==> src/rtl/pa_lsu_icc_vb.sv <==
// pa_lsu_icc_vb -- victim buffer between the LSU ICC engine and the BIU write channel.
//
// Accepts dirty-line evictions from the ICC (address handshake, then four 64-bit
// beats). Each dirty line is held until it has been written to the BIU as a
// 4-beat burst. Clean lines are dropped once all four beats have arrived.
// vb_icc_empty tells the ICC that nothing is buffered or in flight.
//
// Configuration macro: PA_LSU_VB_TWO_ENTRY_EN
//   defined   : two entries; a second line can fill while the first is written,
//               and bursts follow allocation order (1-bit oldest pointer).
//   undefined : one entry; grants also wait for the write engine to be idle.
//
// Ports:
//   forever_cpuclk, cpurst        clock, synchronous active-high reset
//   icc_vb_create_en/addr/line_dirty, vb_icc_grant     entry allocation handshake
//   icc_vb_data_create/data_cnt/data                   line data beats
//   icc_vb_clr_vld                ICC draining; blocks new grants
//   vb_icc_empty                  all entries free and write engine idle
//   vb_biu_req/addr, biu_vb_grant                      burst request
//   vb_biu_data_vld/data/data_last, biu_vb_data_rdy    write beats
//   biu_vb_resp_vld               burst write complete
module pa_lsu_icc_vb (
    input  logic        forever_cpuclk,
    input  logic        cpurst,
    input  logic        icc_vb_create_en,
    input  logic [26:0] icc_vb_addr,
    input  logic        icc_vb_line_dirty,
    input  logic        icc_vb_data_create,
    input  logic [1:0]  icc_vb_data_cnt,
    input  logic [63:0] icc_vb_data,
    input  logic        icc_vb_clr_vld,
    output logic        vb_icc_grant,
    output logic        vb_icc_empty,
    output logic        vb_biu_req,
    output logic [31:0] vb_biu_addr,
    input  logic        biu_vb_grant,
    output logic        vb_biu_data_vld,
    output logic [63:0] vb_biu_data,
    output logic        vb_biu_data_last,
    input  logic        biu_vb_data_rdy,
    input  logic        biu_vb_resp_vld
);

`ifdef PA_LSU_VB_TWO_ENTRY_EN
    localparam int unsigned NE = 2;
`else
    localparam int unsigned NE = 1;
`endif

    typedef enum logic [1:0] {E_FREE, E_FILL, E_READY, E_WRITE} ent_state_e;
    typedef enum logic [1:0] {W_IDLE, W_REQ, W_DATA, W_RESP} wr_state_e;

    ent_state_e  ent_q  [NE];
    ent_state_e  ent_d  [NE];
    logic [26:0] addr_q [NE];
    logic        dirty_q[NE];
    logic [63:0] data_q [NE][4];
    logic [3:0]  mask_q [NE];

    wr_state_e   w_q;
    logic        sel_q;
    logic [1:0]  beat_q;
    logic        req_q, vld_q, last_q;
    logic [31:0] baddr_q;
    logic [63:0] bdata_q;

    logic        free_any, fill_any, pick_any, all_free;
    logic        gnt_idx, fill_idx, pick_idx;
    logic        grant_ok, fill_do, fill_done, w_pick, w_done;
    logic [3:0]  mask_nxt;

`ifdef PA_LSU_VB_TWO_ENTRY_EN
    logic        oldest_q, oldest_d;
    logic        rel0, rel1;
`endif

    // Entry status decode: all from registered state.
    always_comb begin
        free_any = 1'b0;
        fill_any = 1'b0;
        all_free = 1'b1;
        gnt_idx  = 1'b0;
        fill_idx = 1'b0;
        for (int unsigned i = NE; i > 0; i--) begin
            if (ent_q[i-1] == E_FREE) begin
                free_any = 1'b1;
                gnt_idx  = 1'(i-1);
            end else begin
                all_free = 1'b0;
            end
            if (ent_q[i-1] == E_FILL) begin
                fill_any = 1'b1;
                fill_idx = 1'(i-1);
            end
        end
`ifdef PA_LSU_VB_TWO_ENTRY_EN
        pick_any = (ent_q[0] == E_READY) || (ent_q[1] == E_READY);
        pick_idx = (ent_q[oldest_q] == E_READY) ? oldest_q : ~oldest_q;
        grant_ok = 1'b1;
`else
        pick_any = (ent_q[0] == E_READY);
        pick_idx = 1'b0;
        grant_ok = (w_q == W_IDLE);
`endif
    end

    assign vb_icc_grant = icc_vb_create_en & ~icc_vb_clr_vld & free_any & ~fill_any & grant_ok;
    assign vb_icc_empty = all_free & (w_q == W_IDLE);

    assign mask_nxt  = mask_q[fill_idx] | (4'b0001 << icc_vb_data_cnt);
    assign fill_do   = fill_any & icc_vb_data_create;
    assign fill_done = fill_do & (mask_nxt == 4'hF);
    assign w_pick    = (w_q == W_IDLE) & pick_any;
    assign w_done    = (w_q == W_RESP) & biu_vb_resp_vld;

    // Each event targets an entry in a distinct state, so they never collide.
    always_comb begin
        for (int unsigned i = 0; i < NE; i++) ent_d[i] = ent_q[i];
        if (vb_icc_grant) ent_d[gnt_idx]  = E_FILL;
        if (fill_done)    ent_d[fill_idx] = dirty_q[fill_idx] ? E_READY : E_FREE;
        if (w_pick)       ent_d[pick_idx] = E_WRITE;
        if (w_done)       ent_d[sel_q]    = E_FREE;
    end

`ifdef PA_LSU_VB_TWO_ENTRY_EN
    // Oldest points at the earlier-allocated busy entry; it moves to the
    // survivor when an entry is released, or to a fresh grant when alone.
    always_comb begin
        oldest_d = oldest_q;
        rel0 = (ent_q[0] != E_FREE) && (ent_d[0] == E_FREE);
        rel1 = (ent_q[1] != E_FREE) && (ent_d[1] == E_FREE);
        if (rel0 && ent_d[1] != E_FREE) oldest_d = 1'b1;
        if (rel1 && ent_d[0] != E_FREE) oldest_d = 1'b0;
        if (vb_icc_grant && ent_q[~gnt_idx] == E_FREE) oldest_d = gnt_idx;
    end

    always_ff @(posedge forever_cpuclk) begin
        if (cpurst) oldest_q <= 1'b0;
        else        oldest_q <= oldest_d;
    end
`endif

    always_ff @(posedge forever_cpuclk) begin
        if (cpurst) begin
            for (int unsigned i = 0; i < NE; i++) begin
                ent_q[i]   <= E_FREE;
                addr_q[i]  <= '0;
                dirty_q[i] <= 1'b0;
                mask_q[i]  <= '0;
                for (int unsigned b = 0; b < 4; b++) data_q[i][b] <= '0;
            end
        end else begin
            for (int unsigned i = 0; i < NE; i++) ent_q[i] <= ent_d[i];
            if (vb_icc_grant) begin
                addr_q[gnt_idx]  <= icc_vb_addr;
                dirty_q[gnt_idx] <= icc_vb_line_dirty;
                mask_q[gnt_idx]  <= '0;
            end
            if (fill_do) begin
                data_q[fill_idx][icc_vb_data_cnt] <= icc_vb_data;
                mask_q[fill_idx] <= mask_nxt;
            end
        end
    end

    // Write engine; bus outputs are loaded on state entry so they hold while stalled.
    always_ff @(posedge forever_cpuclk) begin
        if (cpurst) begin
            w_q     <= W_IDLE;
            sel_q   <= 1'b0;
            beat_q  <= '0;
            req_q   <= 1'b0;
            vld_q   <= 1'b0;
            last_q  <= 1'b0;
            baddr_q <= '0;
            bdata_q <= '0;
        end else begin
            unique case (w_q)
                W_IDLE: if (pick_any) begin
                    w_q     <= W_REQ;
                    sel_q   <= pick_idx;
                    req_q   <= 1'b1;
                    baddr_q <= {addr_q[pick_idx], 5'b0};
                end
                W_REQ: if (biu_vb_grant) begin
                    w_q     <= W_DATA;
                    req_q   <= 1'b0;
                    baddr_q <= '0;
                    beat_q  <= '0;
                    vld_q   <= 1'b1;
                    last_q  <= 1'b0;
                    bdata_q <= data_q[sel_q][2'd0];
                end
                W_DATA: if (biu_vb_data_rdy) begin
                    if (beat_q == 2'd3) begin
                        w_q     <= W_RESP;
                        vld_q   <= 1'b0;
                        last_q  <= 1'b0;
                        bdata_q <= '0;
                        beat_q  <= '0;
                    end else begin
                        beat_q  <= beat_q + 2'd1;
                        bdata_q <= data_q[sel_q][beat_q + 2'd1];
                        last_q  <= (beat_q == 2'd2);
                    end
                end
                W_RESP: if (biu_vb_resp_vld) w_q <= W_IDLE;
                default: w_q <= W_IDLE;
            endcase
        end
    end

    assign vb_biu_req       = req_q;
    assign vb_biu_addr      = baddr_q;
    assign vb_biu_data_vld  = vld_q;
    assign vb_biu_data      = bdata_q;
    assign vb_biu_data_last = last_q;

endmodule

==> config.mk <==
export PLATFORM = sky130hd
export DESIGN_NAME = pa_lsu_icc_vb
export DESIGN_NICKNAME = d
export VERILOG_FILES = /design/src/rtl/pa_lsu_icc_vb.sv
export SDC_FILE = /design/constraint.sdc
export NUM_CORES = 1
export LEC_CHECK = 0
export CELL_PAD_IN_SITES_DETAIL_PLACEMENT = 1
export CELL_PAD_IN_SITES_GLOBAL_PLACEMENT = 1
export CORE_UTILIZATION = 30
export DETAILED_ROUTE_END_ITERATION = 6
export PLACE_DENSITY = 0.61
export SYNTH_ARGS = -nofsm -noshare
export SYNTH_HDL_FRONTEND = slang
export SYNTH_SLANG_ARGS = --single-unit
==> constraint.sdc <==
create_clock -name forever_cpuclk -period 8.1 [get_ports forever_cpuclk]
set_input_delay 1.62 -clock forever_cpuclk [delete_from_list [all_inputs] [get_ports forever_cpuclk]]
set_output_delay 1.62 -clock forever_cpuclk [all_outputs]
set_load 0.005 [all_outputs]
======== After elaboration in Yosys (flattened, before gate mapping) ========
Memory sizes are Yosys's and may differ from the RTL's.
Index checks and enable logic that the tools add are counted.
word-level totals
  register bits ........................... 103
  bits in writable memories ............... 290
  bits of input ports ..................... 102
  output and inout port bits .............. 101
  memories ................................ 5
operators by class
  add/sub/neg operators ................... 1
  magnitude comparators ................... 3
  eq/ne operators ......................... 13
  shift-type cells ........................ 1
  mux-type cells .......................... 61
  bitwise logic cells ..................... 14
  reductions and logical operators ........ 15
memory list
  name     words  bits a word  rd ports  clocked after Yosys merged registers in  wr ports  line  text
  data_q   1      256          1         0                                        4         57    logic [63:0] data_q [NE][4];
  addr_q   1      27           1         0                                        1         55    logic [26:0] addr_q [NE];
  mask_q   1      4            1         0                                        1         58    logic [3:0] mask_q [NE];
  ent_q    1      2            1         0                                        1         53    ent_state_e ent_q [NE];
  dirty_q  1      1            1         0                                        1         56    logic dirty_q[NE];
operators by type and width
  kind                count
  $mux 256            3
  $mux 64             6
  $reduce_or 256->1   1
  $bmux 64 s2         1
  $demux 64 s2        1
  $pmux 64 s2         1
  $mux 32             2
  $pmux 32 s2         1
  $mux 2              14
  $mux 27             1
  $reduce_or 27->1    1
  $mux 1              24
  $eq 2x2->1 const B  5
  $ne 2x2->1 const B  5
  $and 1x1->1         9
  $mux 4              2
  $pmux 2 s4          1
  $reduce_or 4->1     2
  $ge 3x3->1 const B  2
  $not 2->3           2
  $pmux 1 s2          3
  $reduce_and 3->1    2
  $reduce_and 5->1    1
  $eq 2x1->1 const B  2
  13 further kinds    16

======== Logic depth before layout (Yosys ltp) ========
Gate-level depths: netlist (run 1).
An unclocked memory read counts as a cell.
  word-level depth ........................ 12
  depth in mapped cells ................... 9
  depth with buffers taken out ............ 6

======== Worst setup path before layout (run 1) ========
OpenSTA, ideal clock, no wires.
  path type ............................... input to register
  from .................................... in cpurst
  to ...................................... mem data_q[0][192] in the netlist's numbering, enable pin
  setup time .............................. 0.421 ns
  arrival time ............................ 3.383 ns
  data required time ...................... 7.679 ns
  setup slack ............................. 4.296 ns
  stages on the path ...................... 3
  path buffers ............................ 2
  path through ............................ buf_4 -> clkbuf_1 -> a21o_1
RTL lines
  item         line  text
  from (decl)  24    input logic cpurst,
  to (decl)    57

======== Worst setup path after layout (run 1) ========
  from .................................... in icc_vb_create_en
  to ...................................... out vb_icc_grant
between the ends
  cells in the longest elaborated chain, start to end .. 4
RTL lines
  item                       line  text
  from (decl)                25    input logic icc_vb_create_en,
  $and 1x1->1 (4 in series)  107   assign vb_icc_grant = icc_vb_create_en & ~icc_vb_clr_vld & free_any & ~fill_any & grant_ok;
  to (decl)                  32    output logic vb_icc_grant,
No other way between the ends.

==> results of run 1 <==
sequential cells by signal, summed over array words and instances, names as in the netlist:
signal and flops:
vb_biu_addr 27, mask_q 4, beat_q 2, dirty_q 1
ent_q 2, vb_biu_data 64, w_q 2, data_q 256
vb_biu_data_last 1, vb_biu_req 1, vb_biu_data_vld 1, addr_q 27
worst paths after layout:
| check | from | to | slack, ps | depth (start not counted) |
|---|---|---|---|---|
| worst min register to register | addr_q[0][0] | vb_biu_addr[5] | 450 | 1 |
| worst max-delay path | icc_vb_create_en | vb_icc_grant | 3550 | 4 |
| worst min-delay path | addr_q[0][0] | vb_biu_addr[5] | 450 | 1 |
| worst max register to register | w_q[0] | vb_biu_data[33] | 5020 | 7 |
layer usage:
metal / global-route usage, % / part of all wire, % / up-vias
li1: - / - / 6077
met1: 23.1 / 45 / 6443
met2: 33.0 / 49 / 200
met3: 3.28 / 4.4 / 64
met4: 5.49 / 2.1 / 4
met5: 0 / 0.061 / -
area by class of cell:
| cell class | count | share of cell area [%] |
|---|---|---|
| clock inverter | 14 | 0.379 |
| antenna | 1 | 0.0126 |
| sequential | 388 | 44.0 |
| timing repair buffer | 209 | 10.4 |
| multi-input combinational | 1160 | 34.0 |
| tap | 688 | 4.34 |
| inverter | 6 | 0.114 |
| clock buffer | 69 | 6.65 |
critical path, stage by stage:
cell and delay [ps]:
clkdlybuf4s50_1 460, nand3b_1 170, inv_1 160, clkdlybuf4s50_1 530
synth_stat cells, types with 11 or more instances:
master    count  share of area [%]
buf_4        11               0.51
dfxtp_1     292                 36
and2_1       94                3.7
a21oi_1     197                6.1
buf_2        38                1.2
edfxtp_1     96                 18
buf_1        12               0.28
a22o_1       27                1.5
nor2_1       73                1.7
mux2i_1     132                8.2
a211oi_1     66                3.1
nand2_1     392                9.2
clkbuf_1     73                1.7
o21ai_0      61                1.9
o22a_1       65                3.5
power groups by stage:
stage | Combinational, uW | Clock [uW] | Sequential [uW]
2_1_floorplan | 423 | 0 | 2320
3_3_place_gp | 956 | 0 | 2350
3_5_place_dp | 972 | 0 | 2360
4_1_cts | 979 | 1990 | 2320
5_1_grt | 1060 | 2060 | 2330
6_report | 957 | 1930 | 2310
stage by stage:
stage          area, um^2  hold WS, ps  utilization, %  setup WS, ps  cells
2_1_floorplan       16100          436               -          4300   1694
3_3_place_gp        18400          438            35.0          3410   2451
3_5_place_dp        18400          443            35.0          3370   2451
4_1_cts             19800          454            37.6          3530   2534
5_1_grt             19800          468            37.6          3490   2535
6_report            19800          452            37.6          3550   2535
logic make-up (layout without fill, tap and decap cells):
family          Yosys count  in the layout  synth area share, %
fa+ha+maj                 6              6                0.468
simple gates            585            585                 15.8
compound gates          432            432                 16.9
other cells               1              6               0.0234
flops                   388            388                 54.4
mux                     132            132                 8.23
buf+inv                 146            298                 4.25
==> reports/qor.csv, run 1 <==
stage,metric,value,unit
status,status,"complete, no violations",
sta,fin_skew,15.1,ps
floorplanning,die_w,233,um
cts,cts.sinks,388,
power,seqPwrFrac,44.4,%
drt,drt-initial-drc-count,631,
power,p_leak,0.00738,uW
critical_path,required,6480,ps
finish,layout_commonest_cell,nand2_1,
finish,final_nets,1918,
power,power_density,263,mW/mm^2
power,p_sw,1440,uW
synth,async_reset_ff_share,0,%
global_routing,grt_max_degree,114,
sta,relSlewSlack,18.3,%
sta,rsz0062_at_grt,no,
drt,drtAntennaViolNets,0,
floorplanning,die_h,233,um
global_routing,antenna_found_initial,3,
synth,synth.avg_cell_area,9.50,um^2
global_routing,grt_overflow,0,
finish,nFillCells,5849,
sta,setup_viol,0,
finish,syn2layout_area_growth,23.5,%
synth,yosys_most_used_dff,dfxtp_1,
drt,drtPass1Iterations,4,
critical_path,arrival,2930,ps
cts,hold_buffers,0,
finish,final_cell_mix,"392 x nand2_1, 292 x dfxtp_1, 197 x a21oi_1",
cts,postCtsSetupBuffers,0,
finish,drive_gt1_share,5.20,%
critical_path,start_kind,input port,
cts,cts_tree,yes,
sta,tightest_slew,1220,ps
sta,finalHoldViolCount,0,
synth,synth-edff-count,96,
place,place_hpwl,28000,um
critical_path,critical_path_class,input port to output port,
power,p_int,3770,uW
global_routing,grt_pass1_vias,13600,
power,p_clk_share,37.2,%
critical_path,crit_fanout,4,
finish,seq_area,0.00873,mm^2
power,ir_worst_vdd,0.144,mV
sta,fin_crit,4550,ps
drt,vias,12800,
synth,syn_inst,1690,
floorplanning,core-area,0.0527,mm^2
floorplanning,rows,84,
synth,synth.distinct_cells,42,
sta,post-route-period-util,56.2,%
cts,cts_root_buf,clkbuf_16,
cts,worstSkewPairLatency,570,ps
drt,drc,0,
worst_hold_path,min_path_type,flop to flop,
synth,ys_seq_area_share,54.4,%
sta,finalMaxSlewViolations,0,
cts,clk_pin_slew,60,ps
power,p_sw_share,27.6,%
place,port_buffers,197,
drt,routed_via_density,5.04,
drt,wl_per_cell,20.0,um
finish,multi_input_area,0.00675,mm^2
place,gp_routability_congestion,0.732,
flow_run,cap_violations,0,
synth,synth_warnings,0,
cts,ctsResizeCount,0,
cts,cts_made_buffers,45,
sta,max_freq,220,MHz
critical_path,cp-end-kind,output port,
floorplanning,pin_count,203,
synth,synth-seq-cells,388,
floorplanning,dieArea,0.0544,mm^2
cts,htreeDepth,2,
sta,tns,0,ps
cts,cts.path.max_buffers,3,
drt,routed_wirelength,50800,um
power,comb_power_share,18.4,%
synth,netlist_area,0.0160,mm^2
power,finalPower,5200,uW
floorplanning,initial_utilization,30.5,%
global_routing,grt_use_total,18.7,%
global_routing,grt_pass1_wl,78200,um
Power figures use the tool's default switching activity.
==> run 2, diff against run 1 <==
- clock period: 8.1 -> 4.6 ns (I/O delays scaled with it)
==> reports/qor.csv, run 2 (same netlist as run 1, synthesis figures left out) <==
stage,metric,value,unit,change
cts,postCtsSetupBuffers,0,,unchanged
drt,drt-initial-drc-count,500,,was 631
finish,final_cell_mix,"392 x nand2_1, 292 x dfxtp_1, 197 x a21oi_1",,unchanged
cts,cts.sinks,388,,unchanged
finish,antennaDiodeCount,0,,was 1
status,status,"complete, no violations",,unchanged
floorplanning,rows,84,,unchanged
power,ir_worst_vdd,0.209,mV,was 0.144 mV
critical_path,required,3680,ps,was 6480 ps
cts,worstSkewPairLatency,570,ps,about the same
power,p_sw,2520,uW,was 1440 uW
sta,relSlewSlack,24.1,%,was 18.3%
critical_path,start_kind,flop,,was input port
floorplanning,initial_utilization,30.5,%,unchanged
critical_path,crit_fanout,7,,was 4
finish,drive_gt1_share,5.67,%,was 5.20%
global_routing,antenna_found_initial,0,,was 3
power,p_leak,0.00747,uW,was 0.00738 uW
finish,syn2layout_area_growth,24.7,%,was 23.5%
cts,cts_root_buf,clkbuf_16,,unchanged
global_routing,grt_pass1_vias,13400,,was 13600
power,comb_power_share,18.2,%,was 18.4%
drt,routed_via_density,5.05,,was 5.04
sta,fin_skew,20.4,ps,was 15.1 ps
power,p_clk_share,37.8,%,was 37.2%
sta,rsz0062_at_grt,no,,unchanged
place,place_hpwl,29500,um,was 28000 um
sta,max_freq,299,MHz,
place,gp_routability_congestion,0.721,,was 0.732
floorplanning,die_w,233,um,unchanged
place,post_dp_cell_area,0.0186,mm^2,was 0.0184 mm^2
finish,layout_commonest_cell,nand2_1,,unchanged
critical_path,cp_cell_sequence,inv_1 > ha_1 > nor3b_2 > nand3b_1 > inv_1 > clkdlybuf4s50_1,,was clkdlybuf4s50_1 > nand3b_1 > inv_1 > clkdlybuf4s50_1
cts,cts_made_buffers,46,,was 45
floorplanning,die_h,233,um,unchanged
floorplanning,core-area,0.0527,mm^2,unchanged
sta,post-route-period-util,72.6,%,
cts,cts_tree,yes,,unchanged
cts,clk_pin_slew,60,ps,about the same
drt,drtPass1Iterations,4,,unchanged
cts,htreeDepth,2,,unchanged
sta,tns,0,ps,unchanged
critical_path,slowest_delay,510,ps,was 530 ps
floorplanning,pin_count,203,,unchanged
global_routing,grt_max_degree,112,,was 114
sta,setup_viol,0,,unchanged
critical_path,arrival,2420,ps,was 2930 ps
power,seqPwrFrac,44.0,%,was 44.4%
critical_path,crit_buf_inv,3,,unchanged
sta,tightest_slew,1140,ps,was 1220 ps
sta,fin_crit,3340,ps,
place,port_buffers,197,,unchanged
critical_path,crit_top_cell,inv_1,,was clkdlybuf4s50_1
sta,finalHoldViolCount,0,,unchanged
flow_run,cap_violations,0,,unchanged
finish,largest_reg_flops,256,,unchanged
drt,drc,0,,unchanged
cts,hold_buffers,0,,unchanged
power,power_density,462,mW/mm^2,was 263 mW/mm^2
finish,nFillCells,5898,,was 5849
critical_path,critical_path_class,flop to output port,,was input port to output port
critical_path,cp_slowest_cell,clkdlybuf4s50_1,,unchanged
power,p_int,6730,uW,was 3770 uW
critical_path,crit_family,buffers and inverters,,unchanged
global_routing,grt_pass1_wl,78800,um,was 78200 um
drt,routed_wirelength,51100,um,was 50800 um
floorplanning,dieArea,0.0544,mm^2,unchanged
power,finalPower,9250,uW,was 5200 uW
sta,finalWorstSetupSlack,1260,ps,was 3550 ps
drt,vias,12800,,about the same
global_routing,grt_overflow,0,,unchanged
drt,drtAntennaViolNets,0,,unchanged
drt,wl_per_cell,20.1,um,was 20.0 um
critical_path,cp-end-kind,output port,,unchanged
global_routing,grt_use_total,18.8,%,was 18.7%
cts,ctsResizeCount,0,,unchanged
sta,finalMaxSlewViolations,0,,unchanged
finish,largest_register,data_q,,unchanged
place,post-place-ws,1290,ps,was 3370 ps
cts,cts.path.max_buffers,3,,unchanged
worst_hold_path,min_path_type,flop to flop,,unchanged
power,p_sw_share,27.3,%,was 27.6%
finish,final_nets,1925,,was 1918
finish,stdcell_area,0.0200,mm^2,was 0.0198 mm^2
sta,whs,452,ps,about the same
==> run 2: changes by cell type in the layout (fill, tap and decap cells not counted) <==
cell / before / now
buf_4: 12 / 10
clkbuf_8: 6 / 11
clkinv_4: 1 / 0
buf_12: 0 / 8
diode_2: 1 / 0
clkinv_2: 10 / 9
clkbuf_1: 16 / 13
==> run 2: area by class of cell <==
class / instances / area, um^2 / area share, %
clock buffers: 71 / 1380 / 6.88
clock inverters: 12 / 61.3 / 0.306
inverters: 6 / 22.5 / 0.113
multi-input cells: 1160 / 6750 / 33.7
flip-flops and latches: 388 / 8730 / 43.6
well taps: 688 / 861 / 4.30
repair buffers: 215 / 2210 / 11.1
==> run 2: worst paths after layout <==
check,start,cells past startpoint,slack (ps),end
max,w_q[0],6,1260,vb_icc_grant
min,data_q[0][115],2,450,data_q[0][115]
max reg2reg,w_q[0],5,1830,vb_biu_data[38]
min reg2reg,data_q[0][115],2,450,data_q[0][115]
==> run 2: per-layer routing <==
| layer | up-vias | wire length [um] | global-route usage [%] | share of wire, % |
|---|---|---|---|---|
| met1 | 6470 | 23900 | 24.5 | 47 |
| met4 | 0 | 845 | 4.25 | 1.7 |
| met5 | - | 0 | 0 | 0 |
| met3 | 58 | 1900 | 3.08 | 3.7 |
| met2 | 196 | 24500 | 32.3 | 48 |
| li1 | 6096 | - | - | - |
==> run 2: power groups by stage <==
| stage | Combinational (uW) | Clock (uW) | Sequential [uW] |
|---|---|---|---|
| after detailed placement | 1710 | 0 | 4150 |
| after global routing | 1860 | 3710 | 4110 |
| after global placement | 1690 | 0 | 4140 |
| after floorplan | 744 | 0 | 4090 |
| final | 1690 | 3490 | 4070 |
| after CTS | 1720 | 3590 | 4080 |
==> run 2: worst register-to-register path, stage by stage (launching register included) <==
cell and delay (ps):
dfxtp_1 340, inv_1 100, ha_1 500, nand3_4 930
o22a_1 570, a211oi_1 240
==> run 2: through the flow <==
step                util, %  cells
floorplan                 -   1694
global placement       35.3   2457
detailed placement     35.3   2457
CTS                    38.0   2540
global route           38.0   2540
finish                 38.0   2540
